==> src/rtl/addepreamble_if.sv <==
// Byte-stream bundle between the CRC appender, the preamble stage and the MII/RMII nibbler.
// Signal names match the original flat ports so existing hookups map one-to-one.
interface addepreamble_if;
   logic       i_en;
   logic       i_v;
   logic [7:0] i_d;
   logic       o_v;
   logic [7:0] o_d;
   logic       o_busy;
   logic       o_err;

   modport master (
      output i_en, i_v, i_d,
      input  o_v, o_d, o_busy, o_err
   );

   modport slave (
      input  i_en, i_v, i_d,
      output o_v, o_d, o_busy, o_err
   );
endinterface

==> src/rtl/addepreamble.sv <==
// Prefixes each Tx frame with 7x 0x55 + SFD 0xd5 and enforces a minimum inter-packet gap.
// Upstream cannot stall, so frame bytes ride an 8-deep delay line while the preamble is sent.
module addepreamble #(
   parameter int IPG   = 12,
   parameter int LGIPG = 4
) (
   input  logic          i_clk,
   input  logic          i_areset_n,
   addepreamble_if.slave bus
);

   typedef enum logic [2:0] {IDLE, PRE, SFD, DATA, BYP, GAP} state_t;

   state_t           state, state_nxt;
   logic [LGIPG-1:0] cnt, cnt_nxt;
   logic [2:0]       pcnt, pcnt_nxt;

   logic       lastv, drop;
   logic [7:0] dl_v;
   logic [7:0] dl_d [8];

   logic       start, accept, shift, s0_v;
   logic       v_nxt;
   logic [7:0] d_nxt;

   logic       v_q, busy_q, err_q;
   logic [7:0] d_q;

   assign start  = bus.i_v && !lastv;
   assign accept = start && (state == IDLE);
   assign shift  = (state != IDLE) || accept;
   // Bytes of a frame that was refused, or of a new frame arriving mid-frame, never enter the line.
   assign s0_v   = bus.i_v && !drop && (accept || ((state != IDLE) && !start));

   always_ff @(posedge i_clk or negedge i_areset_n) begin
      if (!i_areset_n) begin
         state <= IDLE;
         cnt   <= '0;
         pcnt  <= '0;
      end else begin
         state <= state_nxt;
         cnt   <= cnt_nxt;
         pcnt  <= pcnt_nxt;
      end
   end

   always_comb begin
      state_nxt = state;
      cnt_nxt   = cnt;
      pcnt_nxt  = pcnt;
      v_nxt     = 1'b0;
      d_nxt     = '0;
      case (state)
         IDLE: begin
            if (accept) begin
               v_nxt = 1'b1;
               if (bus.i_en) begin
                  state_nxt = PRE;
                  pcnt_nxt  = '0;
                  d_nxt     = 8'h55;
               end else begin
                  state_nxt = BYP;
                  d_nxt     = bus.i_d;
               end
            end
         end
         PRE: begin
            v_nxt = 1'b1;
            d_nxt = 8'h55;
            // First preamble byte left on the accept edge; six more follow from here.
            if (pcnt == 3'd5) state_nxt = SFD;
            else              pcnt_nxt  = pcnt + 3'd1;
         end
         SFD: begin
            v_nxt     = 1'b1;
            d_nxt     = 8'hd5;
            state_nxt = DATA;
         end
         DATA: begin
            v_nxt = dl_v[7];
            d_nxt = dl_v[7] ? dl_d[7] : 8'h00;
            if (!dl_v[7]) begin
               state_nxt = GAP;
               cnt_nxt   = '0;
            end
         end
         BYP: begin
            v_nxt = bus.i_v;
            d_nxt = bus.i_v ? bus.i_d : 8'h00;
            if (!bus.i_v) begin
               state_nxt = GAP;
               cnt_nxt   = '0;
            end
         end
         GAP: begin
            if (cnt == LGIPG'(IPG - 1)) state_nxt = IDLE;
            else                        cnt_nxt   = cnt + 1'b1;
         end
         default: state_nxt = IDLE;
      endcase
   end

   always_ff @(posedge i_clk or negedge i_areset_n) begin
      if (!i_areset_n) begin
         dl_v <= '0;
         for (int unsigned k = 0; k < 8; k++) dl_d[k] <= '0;
      end else if (shift) begin
         dl_v    <= {dl_v[6:0], s0_v};
         dl_d[0] <= bus.i_d;
         for (int unsigned k = 1; k < 8; k++) dl_d[k] <= dl_d[k-1];
      end
   end

   always_ff @(posedge i_clk or negedge i_areset_n) begin
      if (!i_areset_n) begin
         lastv  <= 1'b0;
         drop   <= 1'b0;
         v_q    <= 1'b0;
         d_q    <= '0;
         busy_q <= 1'b0;
         err_q  <= 1'b0;
      end else begin
         lastv  <= bus.i_v;
         v_q    <= v_nxt;
         d_q    <= d_nxt;
         busy_q <= (state_nxt != IDLE);
         err_q  <= start && (state != IDLE);
         // A refused frame stays refused until its valid run ends, even if the block goes idle.
         if (start && (state != IDLE)) drop <= 1'b1;
         else if (!bus.i_v)            drop <= 1'b0;
      end
   end

   assign bus.o_v    = v_q;
   assign bus.o_d    = d_q;
   assign bus.o_busy = busy_q;
   assign bus.o_err  = err_q;

endmodule

==> src/flat_wrapper.sv <==
// flat-port wrapper written by rule: the top's interface ports become plain ports
module addepreamble_flat 
#(
   parameter int IPG   = 12,
   parameter int LGIPG = 4
)
  (i_clk, i_areset_n, bus_i_en, bus_i_v, bus_i_d, bus_o_v, bus_o_d, bus_o_busy, bus_o_err);
  addepreamble_if bus_i ();
  input  logic i_clk;
  input  logic i_areset_n;
  input wire logic [$bits(bus_i.i_en)-1:0] bus_i_en;
  input wire logic [$bits(bus_i.i_v)-1:0] bus_i_v;
  input wire logic [$bits(bus_i.i_d)-1:0] bus_i_d;
  output wire logic [$bits(bus_i.o_v)-1:0] bus_o_v;
  output wire logic [$bits(bus_i.o_d)-1:0] bus_o_d;
  output wire logic [$bits(bus_i.o_busy)-1:0] bus_o_busy;
  output wire logic [$bits(bus_i.o_err)-1:0] bus_o_err;
  assign bus_i.i_en = bus_i_en;
  assign bus_i.i_v = bus_i_v;
  assign bus_i.i_d = bus_i_d;
  assign bus_o_v = bus_i.o_v;
  assign bus_o_d = bus_i.o_d;
  assign bus_o_busy = bus_i.o_busy;
  assign bus_o_err = bus_i.o_err;
  addepreamble #(.IPG(IPG), .LGIPG(LGIPG)) u_core (.i_clk(i_clk), .i_areset_n(i_areset_n), .bus(bus_i));
endmodule
==> config.mk <==
export PLATFORM = sky130hd
export DESIGN_NAME = addepreamble_flat
export DESIGN_NICKNAME = d
export VERILOG_FILES = /design/src/rtl/addepreamble_if.sv /design/src/rtl/addepreamble.sv /design/src/flat_wrapper.sv
export SDC_FILE = /design/constraint.sdc
export NUM_CORES = 1
export LEC_CHECK = 0
export ABC_AREA = 1
export CAP_MARGIN = 20
export CORE_MARGIN = 1.5
export CORE_UTILIZATION = 40
export DETAILED_ROUTE_END_ITERATION = 7
export DONT_BUFFER_PORTS = 1
export PLACE_DENSITY = 0.51
export SLEW_MARGIN = 10
export SYNTH_ARGS = -nofsm -noshare
export SYNTH_HDL_FRONTEND = slang
export SYNTH_SLANG_ARGS = --single-unit
==> constraint.sdc <==
create_clock -name i_clk -period 1.8 [get_ports i_clk]
set_input_delay 0.18 -clock i_clk [delete_from_list [all_inputs] [get_ports i_clk]]
set_output_delay 0.18 -clock i_clk [all_outputs]
set_load 0.01 [all_outputs]
**After elaboration in Yosys (flattened, before gate mapping)**

Cells that the tools add are included.

- Equal/unequal tests: 14
- $add $sub $neg: 2
- Reductions and logical operators: 19
- Mux-type cells: 24

Operators with widths:

| cell | number |
|---|---|
| $pmux W8 S5 | 1 |
| $mux W8 | 4 |
| $mux W3 | 9 |
| $pmux W3 S6 | 1 |
| $mux W4 | 3 |
| $pmux W4 S3 | 1 |
| $ne A2 B2 Y1 const B | 5 |
| $eq A3 B3 Y1 const B | 3 |
| $reduce_bool A3 Y1 | 3 |
| $reduce_and A4 Y1 | 2 |
| $eq A3 B2 Y1 const B | 2 |
| $logic_and A1 B1 Y1 | 6 |
| $pmux W3 S2 | 1 |
| $add A4 B1 Y4 const B | 1 |
| $eq A4 B4 Y1 const B | 1 |
| $ne A2 B1 Y1 const B | 2 |
| $pmux W1 S4 | 1 |
| $add A3 B1 Y3 const B | 1 |
| $eq A3 B1 Y1 const B | 1 |
| $logic_not A1 Y1 | 3 |
| $logic_not A3 Y1 | 1 |
| $mux W1 | 3 |
| $logic_or A1 B1 Y1 | 2 |
| $reduce_bool A2 Y1 | 1 |
| $reduce_or A2 Y1 | 1 |

- Flip-flop bits (word level): 95
- Input bits: 12
- Output and inout bits: 11
- Word-level logic and storage cells: 77

**Longest topological paths before layout**

Gate-level depths: netlist of run 1.

- Word-level depth: 6
- Mapped depth: 9

**Worst setup path after synthesis of run 1**

OpenSTA, ideal clock, no wires.

- Path kind: reg-to-reg
- From: reg u_core.state[1]
- To: reg u_core.dl_d[24] (netlist bit)
- Arrival time: 1595 ps
- Data required time: 1717 ps
- Path buffers: 3
- Stages on the path, launching flop included: 10
- Slack: 122 ps
- Setup time: 83 ps
- Cell sequence: dfrtp_1 inv_1 nand2_1 nor2_1 ha_1 clkbuf_1 buf_2 buf_2 nand2_1 o21ai_0

- Word-level cells in the longest chain between the ends: 3
- Elaborated cells between the ends (all ways): 4
- Classes of those cells: 4 x reduce/logical

RTL lines:

| element | RTL line | RTL |
|---|---|---|
| from (decl) | addepreamble.sv:14 | `state_t state, state_nxt;` |
| from (signal assigned) | addepreamble.sv:41 | `state <= state_nxt;` |
| $logic_not A3 Y1 | addepreamble.sv:30 | `assign accept = start && (state == IDLE);` |
| $logic_and A1 B1 Y1 | addepreamble.sv:30 |  |
| $logic_or A1 B1 Y1 * | addepreamble.sv:31 | `assign shift = (state != IDLE) \|\| accept;` |
| to (decl) | addepreamble.sv:20 | `logic [7:0] dl_d [8];` |

Every way passes the cells marked *; elsewhere a longest branch is shown, timed or not.
A chain may end at the register's enable or synchronous reset.

**Worst setup path in the final report of run 1**

- From: in bus_i_v
- To: reg u_core.dl_v[0]

- Word-level cells in the longest chain between the ends: 5
- Elaborated cells between the ends (all ways): 8
- Classes of those cells: 8 x reduce/logical

RTL lines:

| element | RTL line | RTL |
|---|---|---|
| from (decl) | flat_wrapper.sv:12 | `input wire logic [$bits(bus_i.i_v)-1:0] bus_i_v;` |
| $logic_and A1 B1 Y1 | addepreamble.sv:29 | `assign start = bus.i_v && !lastv;` |
| $logic_not A1 Y1 | addepreamble.sv:33 | `assign s0_v = bus.i_v && !drop && (accept \|\| ((state != IDLE) && !start));` |
| $logic_and A1 B1 Y1 | addepreamble.sv:33 |  |
| $logic_or A1 B1 Y1 | addepreamble.sv:33 |  |
| $logic_and A1 B1 Y1 | addepreamble.sv:33 |  |
| to (signal assigned) | addepreamble.sv:108 | `dl_v <= {dl_v[6:0], s0_v};` |
| to (decl) | addepreamble.sv:19 | `logic [7:0] dl_v;` |

Parallel ways exist; a longest one is shown, timed or not.

==> results of run 1 <==
## registers in the layout, indices dropped and copies added, names as in the netlist
register / flops
u_core.dl_d: 64
u_core.state: 3
u_core.bus.o_d: 8
u_core.bus.o_busy: 1
u_core.bus.o_err: 1
u_core.dl_v: 8
u_core.bus.o_v: 1
u_core.lastv: 1
u_core.pcnt: 3
u_core.drop: 1
u_core.cnt: 4
## worst min-delay path by stage
stage | startpoint | end | cells past startpoint
floorplan | i_areset_n | u_core.bus.o_busy$_DFF_PN0_ | 0
global placement | i_areset_n | u_core.cnt[3]$_DFFE_PN0P_ | 0
detailed placement | i_areset_n | u_core.cnt[3]$_DFFE_PN0P_ | 0
CTS | i_areset_n | u_core.dl_d[33]$_DFFE_PN0P_ | 0
global route | i_areset_n | u_core.dl_d[41]$_DFFE_PN0P_ | 0
finish | i_areset_n | u_core.cnt[3]$_DFFE_PN0P_ | 0
## worst max-delay path: cells and delay by family
| family | cells | cell delay, ps |
|---|---|---|
| AOI/OAI and AO/OA | 1 | 70 |
| adders and majority gates | 1 | 200 |
| buffers and inverters | 5 | 1220 |
| and+or+nand+nor | 2 | 250 |
## cells by family after synthesis
kind of cell,after synthesis,synth area share [%]
and+or+nand+nor,228,24.1
DFF,95,61.0
buffers and inverters,59,5.91
AOI/OAI and AO/OA,50,6.87
adders and majority gates,6,1.93
xor gates and xnor gates,1,0.225
## what timing repair did
action / in CTS / in global routing
setup endpoints to repair: 0 / 10
hold endpoints to repair: 112 / 95
resized for setup: 0 / 3
## cell type report
cell class / count / share of cell area, %
clock buffers: 9 / 2.81
inverters: 43 / 3.72
multi-input cells: 285 / 29.3
clock inverters: 7 / 2.27
well taps: 129 / 3.66
flip-flops and latches: 95 / 53.9
repair buffers: 19 / 4.34
## metal layers
metal / up-vias / part of all wire (%) / wire length [µm]
met5: - / 0 / 0
li1: 1381 / - / -
met2: 40 / 43 / 3110
met1: 1240 / 52 / 3700
met4: 0 / 1.3 / 90
met3: 8 / 3.6 / 256
## stage by stage
| stage | cells | util (%) | hold WS (ps) | instance area (µm²) | worst slack, ps |
|---|---|---|---|---|---|
| final | 587 | 47.3 | -499 | 4410 | 155 |
| after global routing | 587 | 47.3 | -536 | 4410 | 20.1 |
| after CTS | 587 | 47.2 | -525 | 4410 | 100 |
| after detailed placement | 563 | 44.0 | -114 | 4100 | 109 |
| after global placement | 563 | 44.0 | -113 | 4100 | 212 |
| after floorplan | 439 | - | -116 | 3900 | 122 |
## cells in the final DEF (no fill, tap or decap)
master / netlist / layout
dfrtp_1: 95 / 95
clkinv_4: 0 / 1
a21oi_1: 2 / 2
nand2_4: 1 / 1
or2_2: 2 / 2
o21bai_1: 1 / 1
nand2_2: 4 / 4
nor2_2: 2 / 3
nand3_4: 1 / 1
nand3b_1: 2 / 2
clkinv_8: 0 / 1
buf_4: 0 / 8
nand2_1: 186 / 186
o21ai_2: 1 / 1
buf_12: 0 / 2
dlygate4sd3_1: 0 / 8
clkbuf_8: 0 / 9
inv_1: 38 / 38
o21ai_1: 2 / 3
a21boi_2: 1 / 1
inv_4: 1 / 1
ha_2: 0 / 1
o21ai_0: 41 / 40
nor2_4: 1 / 1
ha_1: 6 / 5
nand4_1: 3 / 3
buf_6: 0 / 1
xnor2_1: 1 / 1
nand3_1: 14 / 14
nor2_1: 12 / 11
bufinv_16: 0 / 1
a22oi_1: 1 / 1
inv_2: 4 / 4
inv_8: 0 / 4
a21boi_0: 1 / 1
## report_power, final
group	switching, mW	leakage [nW]	internal (mW)
Sequential	0.458	1.21	3.01
Combinational	1.50	0.959	0.858
Clock	0.848	0.114	0.696
Total	2.81	2.29	4.56
==> flow_metrics.tcl, run 1 <==
set metrics [dict create \
    fp.dieW_um 102 \
    routed_wl_um 7160 \
    grt_pass1_vias 2610 \
    p_leak_nw 2.29 \
    drt_pass1_iterations 4 \
    synthTopCellsByCount "186 x nand2_1, 95 x dfrtp_1, 41 x o21ai_0, 38 x inv_1, 14 x nand3_1" \
    crit_type "in -> reg" \
    drcViolationCount 0 \
    grt_pass1_wl_um 12400 \
    status "finished with violations" \
    cp-end-kind "register" \
    power_mw 7.37 \
    ys_types 27 \
    synth_cells 439 \
    cp.arrival_ps 1930 \
    fillers 904 \
    reg2reg_slack_ps 240 \
    cts_made_buffers 9 \
    drv_cap 0 \
    hold_class "in -> async" \
    tightest_slew_ps 359 \
    register_area_um2 2380 \
    r2r_cells 7 \
    crit_chain "dlygate4sd3_1, inv_1, nor2_1, inv_1, ha_2, inv_2, buf_4, nand4_1, o21ai_0" \
    slew_headroom_pct 76.1 \
    hold_violations 95 \
    avgSynthCellArea_um2 8.88 \
    ir_drop_v 0.000774 \
    syn2layout_area_growth_pct 13.2 \
    worst_skew_pair.late_latency_ps 360 \
    wire_per_inst_um 12.2 \
    fin_skew_ps 8.96 \
    cts-root-buf "clkbuf_8" \
    crit_path_start "bus_i_v" \
    postCtsSetupBuffers 0 \
    htree_num_levels 3 \
    rr_startpoint "u_core.lastv$_DFF_PN0_" \
    vias_per_cell 4.55 \
    num_antenna_cells 0 \
    finalSetupViolCount 0 \
    grt-ovfl-total 0 \
    cts_hold_buf 8 \
    synth_edf_count 0 \
    grtUsageMet3_pct 3.59 \
    multi_input_area_um2 1290 \
    globalplace.congestion 0.810 \
    syn_nets 457 \
    synth_flop_cell "dfrtp_1" \
    core_um2 9330 \
    port_buffers 0 \
    finalCritPeriodShare_pct 91.4 \
    netlist_area_um2 3900 \
    synth-seq-area-share_pct 61.0 \
    cts_tree "yes" \
    clk_pin_slew_worst_paths_ps 100 \
    dieArea_um2 10300 \
    async_flop_share_pct 100 \
    die_h_um 102 \
    cp.required_ps 2090 \
    period_minus_slack_ps 1640 \
    use_met1_pct 22.3 \
    drive_above_1_share_pct 10.3 \
    max_freq_ghz 0.608 \
    rsz0062_at_grt "no" \
    r2r-end "u_core.dl_v[0]$_DFFE_PN0P_" \
    cts_sinks 95 \
    place_hpwl_um 4590 \
    yosys_warnings 0 \
    cpPeakStageDelay_ps 570 \
    antenna_found_initial 0 \
    cp_max_fo 15 \
    hold_slack_ps -499 \
    start_kind "input pin" \
    ys_ff_latch 95 \
    maxSlewViolCount 0 \
    grt_usage_pct 15.5 \
    synth_top_cell_area_share_pct 61.0 \
    cts_buffer_depth 2 \
    post-synth-top-count-cell "nand2_1" \
    rows 35 \
    drtIter0Drc 123 \
    ioPinCount 23 \
    start_util_pct 41.8 \
    finalNetCount 471 \
    grt_max_degree 96 \
    final.setup.tns_ps 0 \
    grtUsageMet2_pct 22.8 \
    synth_top_area_cell "dfrtp_1" \
    crit_path_top_delay_cell "dlygate4sd3_1" \
    powerDensity_nw_per_um2 1670 \
    vias 2669 \
    synthTopCellsByArea "dfrtp_1 61%, nand2_1 18%, o21ai_0 5.3%" \
    violations "negative hold slack" \
    critPathCapture "u_core.dl_v[0]$_DFFE_PN0P_" \
    crit_top_cell "inv_1" \
    ant_nets 0 \
    grt.busiest_layer "met2" \
]
Note: power is estimated with default switching activity, not from simulation.
==> run 2: changes to the inputs <==
--- a/config.mk
+++ b/config.mk
@@ -8,10 +8,10 @@
 export ABC_AREA = 1
 export CAP_MARGIN = 20
 export CORE_MARGIN = 1.5
-export CORE_UTILIZATION = 40
+export CORE_UTILIZATION = 35
 export DETAILED_ROUTE_END_ITERATION = 7
 export DONT_BUFFER_PORTS = 1
-export PLACE_DENSITY = 0.51
+export PLACE_DENSITY = 0.46
 export SLEW_MARGIN = 10
 export SYNTH_ARGS = -nofsm -noshare
 export SYNTH_HDL_FRONTEND = slang
==> flow_metrics.tcl, run 2 (same netlist as run 1, synthesis figures left out) <==
set metrics [dict create \
    status "finished with violations" \
    violations "negative hold slack" \
    crit_type "reg -> reg" \
    hold_class "in -> async" \
    cts-root-buf "clkbuf_8" \
    rr_startpoint "u_core.state[1]$_DFF_PN0_" \
    grt_pass1_vias 2541 \
    worst_skew_pair.late_latency_ps 370 \
    drt_pass1_iterations 4 \
    seq_power_share_pct 48.5 \
    fillers 1090 \
    die_h_um 109 \
    start_util_pct 35.9 \
    critPathCapture "u_core.dl_d[31]$_DFFE_PN0P_" \
    rsz0062_at_grt "no" \
    fin_skew_ps 17.7 \
    stdcell_count 595 \
    finalSetupViolCount 0 \
    ant_nets 0 \
    cp.arrival_ps 1830 \
    port_buffers 0 \
    p_int_mw 4.37 \
    slew_headroom_pct 77.9 \
    cts_tree "yes" \
    p_leak_nw 2.24 \
    tightest_slew_ps 331 \
    power_mw 7.14 \
    dieArea_um2 11800 \
    drtIter0Drc 219 \
    cts_buffer_depth 2 \
    rows 38 \
    finalNetCount 468 \
    placedInstanceArea_um2 4100 \
    crit_chain "inv_1, nand2_1, nor2_1, ha_2, buf_4, o21ai_0" \
    syn2layout_area_growth_pct 11.4 \
    r2r_cells 6 \
    final.setup.tns_ps 0 \
    hold_slack_ps -500 \
    ioPinCount 23 \
    crit_path_top_delay_cell "dfrtp_1" \
    finalCritPeriodShare_pct 88.9 \
    start_kind "register" \
    globalplace.congestion 0.800 \
    fin_area_um2 4340 \
    mostFrequentLayoutCells "186 x nand2_1, 95 x dfrtp_1, 41 x o21ai_0" \
    crit_path_start "u_core.state[1]$_DFF_PN0_" \
    p_sw_mw 2.77 \
    cp_max_fo 34 \
    wire_per_inst_um 12.6 \
    fp.dieW_um 109 \
    reg2reg_slack_ps 200 \
    powerDensity_nw_per_um2 1640 \
    grt_usage_pct 14.3 \
    maxSlewViolCount 0 \
    max_freq_ghz 0.625 \
    layout_commonest_cell "nand2_1" \
    placed_cells 574 \
    antenna_found_initial 0 \
    place_hpwl_um 4750 \
    vias 2681 \
    combPwrFrac_pct 32.6 \
    switching_share_pct 38.8 \
    cts_made_buffers 9 \
    cpPeakStageDelay_ps 390 \
    htree_num_levels 3 \
    cp-end-kind "register" \
    grt_pass1_wl_um 12900 \
    drive_above_1_share_pct 10.1 \
    period_minus_slack_ps 1600 \
    grt-ovfl-total 0 \
    hold_violations 95 \
    top_register "u_core.dl_d" \
    ir_drop_v 0.000695 \
    grt_max_degree 96 \
    cts_sinks 95 \
    core_um2 10800 \
    p_clk_share_pct 18.9 \
    drv_cap 0 \
    num_antenna_cells 0 \
    vias_per_cell 4.51 \
    r2r-end "u_core.dl_d[31]$_DFFE_PN0P_" \
    cts_hold_buf 5 \
    clk_pin_slew_worst_paths_ps 110 \
    cp.required_ps 2030 \
    largest_reg_flops 64 \
    drcViolationCount 0 \
    routed_wl_um 7500 \
]
-- run 2: cell types whose count changed in the layout (fill, tap and decap cells not counted), sizes merged --
cell	delta
bufinv	-1
clkinvlp	+2
clkinv	-1
dlygate4sd3	-3
-- run 2: worst max-delay path, delay by kind of cell (launching register included) --
kind / cells / cell delay, ps
buffers and inverters: 2 / 400
DFF: 1 / 390
and+or+nand+nor: 2 / 260
AOI/OAI and AO/OA: 1 / 160
adders and majority gates: 1 / 260
-- run 2: area by class of cell --
| cell class | count | area [µm²] | share of cell area (%) |
|---|---|---|---|
| timing repair buffer | 16 | 149 | 3.43 |
| sequential | 95 | 2380 | 54.8 |
| inverter | 43 | 164 | 3.78 |
| clock inverter | 7 | 61.3 | 1.41 |
| tap | 140 | 175 | 4.03 |
| clock buffer | 9 | 124 | 2.85 |
| multi-input combinational | 285 | 1290 | 29.7 |
-- run 2: routing by layer --
layer	vias up	GRT usage [%]	part of all wire (%)
met3	7	3.74	3.9
met2	43	20.0	42
li1	1374	-	-
met1	1257	20.9	53
met5	-	0	0
met4	0	5.64	1.0
-- run 2: power by group through the flow --
stage                     combinational (mW)  sequential [mW]  clock (mW)
after floorplan                         1.74             3.44           0
after global placement                  2.29             3.50           0
after detailed placement                2.34             3.51           0
after CTS                               2.37             3.47        1.41
after global routing                    2.73             3.57        1.51
final                                   2.32             3.46        1.35
-- run 2: repair_timing --
action                                  in CTS  in global routing
endpoints found under the setup margin       0                  2
endpoints found under the hold margin      106                 95
setup buffers                                0                  0
resized for setup                            0                  1
-- run 2: how the worst min path moves through the flow --
stage,cells after the start,start,to
floorplan,0,i_areset_n,u_core.bus.o_busy$_DFF_PN0_
global placement,0,i_areset_n,u_core.cnt[2]$_DFFE_PN0P_
detailed placement,0,i_areset_n,u_core.cnt[0]$_DFFE_PN0P_
CTS,0,i_areset_n,u_core.dl_d[16]$_DFFE_PN0P_
global route,0,i_areset_n,u_core.bus.o_d[2]$_DFF_PN0_
finish,0,i_areset_n,u_core.dl_d[0]$_DFFE_PN0P_
-- run 2: metrics by stage --
stage / util (%) / worst slack (ps) / hold slack, ps
finish: 40.1 / 200 / -500
global route: 40.1 / 29.4 / -547
CTS: 40.0 / 146 / -531
detailed placement: 37.8 / 163 / -113
global placement: 37.8 / 225 / -114
floorplan: - / 122 / -116
==> run 3: changes to the inputs <==
--- a/config.mk
+++ b/config.mk
@@ -7,6 +7,7 @@
 export LEC_CHECK = 0
 export ABC_AREA = 1
 export CAP_MARGIN = 20
+export CORE_ASPECT_RATIO = 2
 export CORE_MARGIN = 1.5
 export CORE_UTILIZATION = 35
 export DETAILED_ROUTE_END_ITERATION = 7
==> flow_metrics.tcl, run 3 (same netlist as run 1, synthesis figures left out) <==
set metrics [dict create \
    hold_slack_ps -472 \
    cts_hold_buf 6 \
    status "finished with violations" \
    worst_skew_pair.late_latency_ps 340 \
    crit_type "reg -> reg" \
    grt_usage_pct 14.2 \
    cts_buffer_depth 2 \
    maxSlewViolCount 0 \
    cp-end-kind "register" \
    utilization_pct 41.4 \
    mostFrequentLayoutCells "186 x nand2_1, 95 x dfrtp_1, 41 x o21ai_0" \
    cts_made_buffers 9 \
    cpPeakStageDelay_ps 380 \
    finalNetCount 468 \
    drv_cap 0 \
    finalSetupViolCount 0 \
    antenna_found_initial 0 \
    hold_violations 95 \
    final.setup.tns_ps 0 \
    violations "negative hold slack" \
    p_leak_nw 2.32 \
    drt_pass1_iterations 4 \
    cts_tree "yes" \
    num_antenna_cells 0 \
    globalplace.congestion 0.797 \
    slew_headroom_pct 77.9 \
    vias_per_cell 4.55 \
    drive_above_1_share_pct 9.89 \
    drtIter0Drc 152 \
    cp.arrival_ps 1820 \
    dieArea_um2 11800 \
    vias 2705 \
    grt_pass1_wl_um 13100 \
    cp_top_family "buffers and inverters" \
    crit_chain "inv_1, nand2_1, nor2_2, ha_2, inv_2, buf_12, o21ai_0" \
    syn2layout_area_growth_pct 15.6 \
    fp.dieW_um 77.6 \
    place_hpwl_um 4990 \
    rsz0062_at_grt "no" \
    ioPinCount 23 \
    port_buffers 0 \
    routed_wl_um 7520 \
    cp_max_fo 33 \
    ir_drop_v 0.000586 \
    clk_pin_slew_worst_paths_ps 70 \
    grt-ovfl-total 0 \
    hold_class "in -> async" \
    max_freq_ghz 0.635 \
    rows 54 \
    drcViolationCount 0 \
    layout_commonest_cell "nand2_1" \
    top_register "u_core.dl_d" \
    start_kind "register" \
    powerDensity_nw_per_um2 1740 \
    period_minus_slack_ps 1580 \
    cts-root-buf "clkbuf_16" \
    postCtsSetupBuffers 0 \
    core_um2 10900 \
    crit_path_top_delay_cell "dfrtp_1" \
    crit_buf_inv 3 \
    cp.required_ps 2040 \
    start_util_pct 35.8 \
    grt_pass1_vias 2651 \
    htree_num_levels 3 \
    finalCritPeriodShare_pct 87.5 \
    tightest_slew_ps 329 \
    largest_reg_flops 64 \
    die_h_um 152 \
    ant_nets 0 \
    fin_skew_ps 7.41 \
    wire_per_inst_um 12.6 \
    cts_sinks 95 \
    grt_max_degree 96 \
]
==> run 3: path summary, 6_finish.rpt <==
check	start	end	slack [ps]	depth (start not counted)
max	u_core.state[0]$_DFF_PN0_	u_core.dl_d[30]$_DFFE_PN0P_	220	7
min reg2reg	u_core.dl_d[18]$_DFFE_PN0P_	u_core.dl_d[10]$_DFFE_PN0P_	470	2
max reg2reg	u_core.state[0]$_DFF_PN0_	u_core.dl_d[30]$_DFFE_PN0P_	220	7
max in group asynchronous	i_areset_n	u_core.bus.o_d[4]$_DFF_PN0_	2110	0
min	i_areset_n	u_core.dl_v[1]$_DFFE_PN0P_	-470	0
min in group i_clk	bus_i_d[1]	u_core.dl_d[57]$_DFFE_PN0P_	20	2
==> run 3: report_power, final <==
group | internal (mW) | switching [mW]
clock | 1.13 | 0.808
sequential | 3.02 | 0.451
combinational | 0.895 | 1.53
total | 5.04 | 2.79
==> run 3: per-stage QoR <==
step | hold slack (ps) | worst slack [ps] | area (µm²) | power [mW] | std cells
3_3_place_gp | -113 | 265 | 4130 | 5.91 | 573
2_1_floorplan | -116 | 122 | 3900 | 5.17 | 439
5_1_grt | -494 | 26.1 | 4500 | 8.51 | 595
3_5_place_dp | -113 | 191 | 4130 | 5.96 | 573
4_1_cts | -483 | 123 | 4500 | 7.96 | 595
6_report | -472 | 225 | 4500 | 7.83 | 595
==> run 3: cell type report <==
class | instances | area, µm²
well taps | 140 | 175
repair buffers | 16 | 185
inverters | 43 | 164
fillers | 1072 | 6370
clock buffers | 11 | 243
clock inverters | 5 | 66.3
multi-input cells | 285 | 1290
flip-flops and latches | 95 | 2380
==> run 3: repair_timing <==
action                                 4_1_cts  5_1_grt
setup endpoints to repair                    0        1
gates resized for setup                      0        1
endpoints found under the hold margin      106       95
==> run 3: per-layer routing <==
metal  up-vias  global-route usage, %  wire [µm]
met3        11                   2.99        232
met4         0                   7.19        191
met5         -                      0          0
li1       1379                      -          -
met2        39                   23.4       3740
met1      1276                   17.3       3350
